<file path="src/rtl/i2c_register_block.sv">
// -----------------------------------------------------------------------------
// i2c_register_block
//
// APB-slave register file placed between the APB bus and the I2C master core.
// It holds the core's configuration registers (prescaler, command, slave
// address + R/W bit, transmit data) and exposes the core's receive byte and
// status word as read-only registers. Every access completes with zero wait
// states.
//
// Register map (full address decode):
//   0x00 PRESCALER   RW
//   0x01 CMD         RW
//   0x02 ADDRESS_RW  RW
//   0x03 TRANSMIT    RW
//   0x04 RECEIVE     RO  (live RECEIVE_i)
//   0x05 STATUS      RO  (live STATUS_i)
//   others           reserved: read 0x00, writes ignored
//
// Ports:
//   PCLK_i        clock, all state changes on the rising edge
//   PRESET_N_i    synchronous reset, ACTIVE-HIGH despite the legacy name
//   PSEL_i        APB select
//   PENABLE_i     APB enable (access phase)
//   PWRITE_i      1 = write, 0 = read
//   PADDR_i       register address
//   PWDATA_i      write data
//   PRDATA_o      read data (combinational)
//   PREADY_o      transfer complete (combinational, always in access phase)
//   RECEIVE_i     byte from the receive FIFO
//   STATUS_i      status word from the I2C core
//   PRESCALER_o   PRESCALER register contents
//   CMD_o         CMD register contents
//   ADDRESS_RW_o  ADDRESS_RW register contents
//   TRANSMIT_o    TRANSMIT register contents (feeds the transmit FIFO)
//   PSLVERR_o     slave error, only present when I2C_REGBLK_PSLVERR_EN is
//                 defined
//
// Optional feature macro: I2C_REGBLK_PSLVERR_EN
//   When defined, PSLVERR_o flags access phases that target a reserved
//   address or write to a read-only register. The access is otherwise
//   handled exactly as without the macro (write ignored, reserved reads 0).
//
// Handshake: a transfer is a setup cycle (PSEL_i=1, PENABLE_i=0) followed by
// an access cycle (PSEL_i=1, PENABLE_i=1). PREADY_o is asserted for the whole
// access cycle, so the transfer ends on the rising edge that closes it; a
// write commits on exactly that edge. PENABLE_i without PSEL_i is ignored.
// -----------------------------------------------------------------------------
module i2c_register_block #(
  parameter int                    ADDR_WIDTH    = 8,
  parameter int                    DATA_WIDTH    = 8,
  parameter logic [DATA_WIDTH-1:0] PRESCALER_RST = '0
) (
  input  logic                  PCLK_i,
  input  logic                  PRESET_N_i,
  input  logic                  PSEL_i,
  input  logic                  PENABLE_i,
  input  logic                  PWRITE_i,
  input  logic [ADDR_WIDTH-1:0] PADDR_i,
  input  logic [DATA_WIDTH-1:0] PWDATA_i,
  output logic [DATA_WIDTH-1:0] PRDATA_o,
  output logic                  PREADY_o,
`ifdef I2C_REGBLK_PSLVERR_EN
  output logic                  PSLVERR_o,
`endif
  input  logic [DATA_WIDTH-1:0] RECEIVE_i,
  input  logic [DATA_WIDTH-1:0] STATUS_i,
  output logic [DATA_WIDTH-1:0] PRESCALER_o,
  output logic [DATA_WIDTH-1:0] CMD_o,
  output logic [DATA_WIDTH-1:0] ADDRESS_RW_o,
  output logic [DATA_WIDTH-1:0] TRANSMIT_o
);

  localparam logic [ADDR_WIDTH-1:0] A_PRESCALER  = ADDR_WIDTH'(0);
  localparam logic [ADDR_WIDTH-1:0] A_CMD        = ADDR_WIDTH'(1);
  localparam logic [ADDR_WIDTH-1:0] A_ADDRESS_RW = ADDR_WIDTH'(2);
  localparam logic [ADDR_WIDTH-1:0] A_TRANSMIT   = ADDR_WIDTH'(3);
  localparam logic [ADDR_WIDTH-1:0] A_RECEIVE    = ADDR_WIDTH'(4);
  localparam logic [ADDR_WIDTH-1:0] A_STATUS     = ADDR_WIDTH'(5);

  logic [DATA_WIDTH-1:0] r_prescaler;
  logic [DATA_WIDTH-1:0] r_cmd;
  logic [DATA_WIDTH-1:0] r_address_rw;
  logic [DATA_WIDTH-1:0] r_transmit;

  logic                  w_access;
  logic                  w_wr_en;
  logic [DATA_WIDTH-1:0] w_rdata;

  assign w_access = PSEL_i & PENABLE_i;
  assign w_wr_en  = w_access & PWRITE_i;
  assign PREADY_o = w_access;

  // Reset is checked first so it wins over a write landing on the same edge,
  // including one in the middle of a transfer.
  always_ff @(posedge PCLK_i) begin
    if (PRESET_N_i) begin
      r_prescaler  <= PRESCALER_RST;
      r_cmd        <= '0;
      r_address_rw <= '0;
      r_transmit   <= '0;
    end else if (w_wr_en) begin
      case (PADDR_i)
        A_PRESCALER:  r_prescaler  <= PWDATA_i;
        A_CMD:        r_cmd        <= PWDATA_i;
        A_ADDRESS_RW: r_address_rw <= PWDATA_i;
        A_TRANSMIT:   r_transmit   <= PWDATA_i;
        default:      ; // RO and reserved: no side effects
      endcase
    end
  end

  // Read data is valid during both setup and access phase of a read; it is
  // forced to zero otherwise so the shared bus sees a quiet slave.
  always_comb begin
    w_rdata = '0;
    if (PSEL_i && !PWRITE_i) begin
      case (PADDR_i)
        A_PRESCALER:  w_rdata = r_prescaler;
        A_CMD:        w_rdata = r_cmd;
        A_ADDRESS_RW: w_rdata = r_address_rw;
        A_TRANSMIT:   w_rdata = r_transmit;
        A_RECEIVE:    w_rdata = RECEIVE_i;
        A_STATUS:     w_rdata = STATUS_i;
        default:      w_rdata = '0;
      endcase
    end
  end

  assign PRDATA_o     = w_rdata;
  assign PRESCALER_o  = r_prescaler;
  assign CMD_o        = r_cmd;
  assign ADDRESS_RW_o = r_address_rw;
  assign TRANSMIT_o   = r_transmit;

`ifdef I2C_REGBLK_PSLVERR_EN
  logic w_reserved;
  logic w_ro_write;

  assign w_reserved = (PADDR_i > A_STATUS);
  assign w_ro_write = PWRITE_i & ((PADDR_i == A_RECEIVE) | (PADDR_i == A_STATUS));
  assign PSLVERR_o  = w_access & (w_reserved | w_ro_write);
`endif

endmodule

</file>
<file path="config.mk">
export PLATFORM = sky130hd
export DESIGN_NAME = i2c_register_block
export DESIGN_NICKNAME = d
export VERILOG_FILES = /design/src/rtl/i2c_register_block.sv
export SDC_FILE = /design/constraint.sdc
export NUM_CORES = 1
export LEC_CHECK = 0
export ABC_AREA = 1
export CORE_MARGIN = 1.5
export CORE_UTILIZATION = 42
export DETAILED_ROUTE_END_ITERATION = 7
export PLACE_DENSITY_LB_ADDON = 0.25
export SYNTH_ARGS = -nofsm -noshare
export SYNTH_HDL_FRONTEND = slang
export SYNTH_SLANG_ARGS = --single-unit
</file>
<file path="constraint.sdc">
create_clock -name PCLK_i -period 1.1 [get_ports PCLK_i]
set_input_delay 0.11 -clock PCLK_i [delete_from_list [all_inputs] [get_ports PCLK_i]]
set_output_delay 0.11 -clock PCLK_i [all_outputs]
set_load 0.01 [all_outputs]
</file>
== Word-level counts from Yosys, hierarchy flattened ==
Cells that the tools add are included.
W data, S select, Z words.

* $add $sub $neg: 0
* Reduce and logical (&&, ||, !) cells: 7
* Order comparisons: 0
* Equality and inequality tests: 5
* Bitwise logic cells: 2
* Shifts and indexed selects: 0
* Muxes and demuxes: 2
* Divide/modulo/power cells: 0
* Multipliers: 0

{| class="wikitable"
|+ Operators by type and width
! cell !! count
|-
| $pmux W8 S6 || 1
|-
| $eq A8 B2 Y1 const B || 2
|-
| $eq A8 B3 Y1 const B || 2
|-
| $eq A8 B1 Y1 const B || 1
|-
| $logic_not A8 Y1 || 1
|-
| $mux W8 || 1
|-
| $reduce_and A2 Y1 || 4
|-
| $and A1 B1 Y1 || 2
|-
| $logic_and A1 B1 Y1 || 1
|-
| $logic_not A1 Y1 || 1
|}

* Latch bits: 0
* Word-level logic and storage cells: 20
* Register bits: 32
* Input port bits: 37
* Bits in read-only memories: 0
* Memories kept: 0
* Memory bits (writable): 0

== Logic depth before layout (Yosys ltp) ==
Gate-level depths: netlist of run 1.

* Depth after elaboration: 3
* Mapped depth: 8

== Worst setup path after synthesis of run 1 ==
No wires, ideal clock.

* Path type: input to output
* Start point: input port PADDR_i[7]
* End point: output port PRDATA_o[4]
* Setup slack: 5 ps
* Cell stages on the path: 8
* Arrival: 985 ps
* Data required time: 990 ps
* Path through: nor2_2 -> nand2_2 -> nor2_4 -> buf_6 -> nand2_2 -> nand2_1 -> inv_1 -> a21oi_1

* Longest elaborated chain between the ends: 3

{| class="wikitable"
|+ RTL lines
! item !! line !! RTL
|-
| from (decl) || 58 || <nowiki>input logic [ADDR_WIDTH-1:0] PADDR_i,</nowiki>
|-
| $eq A8 B3 Y1, or another cell as far along || 117 || <nowiki>case (PADDR_i)</nowiki>
|-
| $pmux W8 S6 * || 117 ||
|-
| $mux W8 * || 116 || <nowiki>if (PSEL_i && !PWRITE_i) begin</nowiki>
|-
| to (decl) || 60 || <nowiki>output logic [DATA_WIDTH-1:0] PRDATA_o,</nowiki>
|}

Every way passes the cells marked *; elsewhere a longest branch is shown, timed or not.

== Worst setup path in the final report of run 1 ==
* Start point: register r_address_rw[0] (netlist: ADDRESS_RW_o[0])
* End point: output port PRDATA_o[0]

* Longest elaborated chain between the ends: 2

{| class="wikitable"
|+ RTL lines
! item !! line !! RTL
|-
| from (decl) || 82 || <nowiki>logic [DATA_WIDTH-1:0] r_address_rw;</nowiki>
|-
| from (signal assigned) || 105 || <nowiki>A_ADDRESS_RW: r_address_rw <= PWDATA_i;</nowiki>
|-
| $pmux W8 S6 || 117 ||
|-
| $mux W8 || 116 ||
|}

Every way passes these cells.

==> results of run 1 <==
## where the power goes
part	internal [uW]	switching, uW	total, uW
registers	1160	0.563	1160
logic	224	219	443
clock network	509	480	989
total	1890	700	2590
## placed cells by master, fill, tap and decap left out, types with 13 or more instances in the layout
master	n
clkdlybuf4s50_1	24
dfxtp_1	13
buf_2	17
buf_4	53
dfxtp_2	19
buf_6	18
clkbuf_2	19
nand2_2	16
nand2_1	26
o21ai_1	17
nand3_1	40
nor2_1	53
## state kept, by name, indices dropped and copies added (netlist names)
signal,cells
PRESCALER_o,8
TRANSMIT_o,8
ADDRESS_RW_o,8
CMD_o,8
## final cells by class
class                           instances  area [sq um]  area share (%)
Multi-Input combinational cell        211          1230            35.2
Inverter                               20           104            2.97
Timing Repair inverter                  2          12.5           0.358
Sequential cell                        32           664            19.0
Clock inverter                          1          7.51           0.215
Clock buffer                            7          86.3            2.47
Timing Repair Buffer                  150          1330            38.0
Tap cell                               50          62.6            1.79
## cells by family (layout without fill, tap and decap cells)
| family | Yosys count | count (layout) | share of synthesized area (%) |
|---|---|---|---|
| AND/OR/NAND/NOR | 166 | 169 | 43.8 |
| AO/OA/AOI/OAI | 42 | 42 | 11.7 |
| flip-flops | 32 | 32 | 35.6 |
| buffers and inverters | 29 | 180 | 8.84 |
## metrics by stage
stage          cells  TNS, ns  instance area [sq um]  hold slack [ns]  utilization (%)
3_3_place_gp     440   -24.36                   3000            0.557             74.0
5_1_grt          473    -2.62                   3490            0.411             86.0
2_1_floorplan    269        0                   1800            0.273                -
4_1_cts          467    -1.34                   3440            0.461             84.8
3_5_place_dp     440   -25.10                   3000            0.566             74.0
6_report         473    -2.06                   3490            0.386             86.0
## tightest hold or removal path: cells and delay by family
family,cells,cell delay [ns]
AO/OA/AOI/OAI,1,0.09
buffers and inverters,2,0.44
## final timing paths
kind / startpoint / to / cells after the start
min: PRESET_N_i / PRESCALER_o[6] / 3
min reg2reg: TRANSMIT_o[5] / TRANSMIT_o[5] / 3
max: ADDRESS_RW_o[0] / PRDATA_o[0] / 5
max reg2reg: CMD_o[3] / CMD_o[3] / 3
## routing by layer
| metal | up-vias | wire length, um |
|---|---|---|
| li1 | 1196 | - |
| met3 | 73 | 1090 |
| met5 | - | 0 |
| met2 | 253 | 4310 |
| met1 | 1257 | 3260 |
| met4 | 0 | 635 |
## timing repair
| action | 4_1_cts | 5_1_grt |
|---|---|---|
| endpoints found under the setup margin | 73 | 68 |
| pin swaps | 26 | 18 |
| gates resized for setup | 209 | 86 |
| buffers inserted | 12 | 4 |
| gates cloned | 7 | 2 |
==> summary.txt, run 1 <==
Synthesis
  • Mapped cell area: 1800 sq um
  • Syn nets: 306
  • Post-synth EDFFs: 0
  • Post-synth top cells: nor2_1, nand2_1, nand3_1
  • Yosys top cell area share: 35.6%
  • Syn_area_per_cell: 6.68 sq um
  • Total number of yosys warnings: 0
  • Main synth FF type: dfxtp_1
  • Synth Instances: 269
  • Sequential area share after synthesis: 35.6%
  • Synth cell types: 20
  • Dominant cells by area after synthesis: dfxtp_1, nand3_1, nor2_1
  • Post-synth top area cell: dfxtp_1
  • Most frequent cell after synthesis: nor2_1
  • Post-synthesis register bit count: 32
  • Synth async-reset ratio: 0%

Setup path
  • Critical Path Max Stage Delay: 0.37 ns
  • Crit. End Element: output port
  • WP data required: 0.99 ns
  • Critical path type: reg2out
  • R2R setup slack: 0.30 ns
  • Peak fanout along the critical path: 2
  • Family with the most delay on the worst path: flip-flops
  • CP startpoint kind: register
  • CP Data Arrival Time: 1.27 ns
  • Worst path cell trace: nand3_1, nand2_1, nor2_1, a21oi_1, buf_2
  • Critical path buffer and inverter count: 1
  • Slowest-stage cell, CP: dfxtp_1

CTS
  • CTS clk-pin slew, worst paths: 0.08 ns
  • Clk_lat worst skew: 0.30 ns
  • Clk sinks: 32
  • Clock root buffer: clkbuf_8
  • # hold bufs at CTS: 0
  • H-Tree Depth: 2
  • Longest Clk Path Bufs: 2
  • Clock buffer count from CTS: 5
  • CTS tree: yes

Power and ir drop
  • Lkg Pwr: 0.00164 uW
  • P per Cell Area: 742 nW/um^2
  • VDD IR max: 0.000686 V
  • Design Power: 2590 uW

Drt
  • Final ANT Viol Nets: 0
  • Drt via density: 5.88
  • DRC: 0
  • First drt pass iteration count: 5
  • DR WL/cell: 19.7 um
  • Iter 0 DRT Violations: 300
  • Final WL: 9310 um
  • Via count: 2779

GRT
  • Largest net degree at the start of global routing: 25
  • Met2 Use GR: 59.3%
  • Gr usage total: 37.1%
  • Initial antenna violation count: 0
  • Met3 Use GR: 12.3%
  • Vias in the first global route: 2500
  • GRT Max-Usage Layer: met2
  • First-pass GRT wire length: 12400 um
  • Gr ovfl total: 0
  • Routing usage on met1: 42.5%

Status
  • Status: finished, violations left
  • Failing checks: setup timing

Min path
  • Hold crit path type: in2reg

STA
  • Final Setup Violations: 10
  • Post-route minimum period: 1.38 ns
  • Worst rel slew slack: 69.7%
  • Max Freq: 724 MHz
  • RSZ-0062 raised after global routing: true
  • Final Hold Violating Endpoints: 0
  • Final Max Slew Viols: 0
  • Post-route setup slack: -0.281 ns
  • Final clock skew: 0 ns
  • Actual slew at the worst max-slew pin: 0.452 ns
  • Crit share post-route: 126%

Die
  • Die H: 68.4 um
  • Core area: 4060 sq um
  • Starting Density: 44.3%
  • DIE AREA: 4680 sq um
  • # rows: 23
  • Top Ports: 78
  • Die X-Extent: 68.4 um

Layout
  • Area Overhead vs Synth: 94.2%
  • Inserted Diodes: 0
  • Nets@finish: 459
  • Fillcell total: 217
  • Share of layout cells above drive strength 1: 50.8%

Place
  • I/O Buffers: 77
  • Hpwl dp: 4800 um
  • Placer congestion estimate: 0.922
  • Setup WS pre-CTS: -1.02 ns

Flow run
  • Max-cap viol count: 0
Power figures use the tool's default switching activity.
==> run 2, diff against run 1 <==
CTS_CLUSTER_DIAMETER = 60   (was not set)
==> results of run 2 <==
The final DEF is identical to that of run 1; final timing and power are the same.
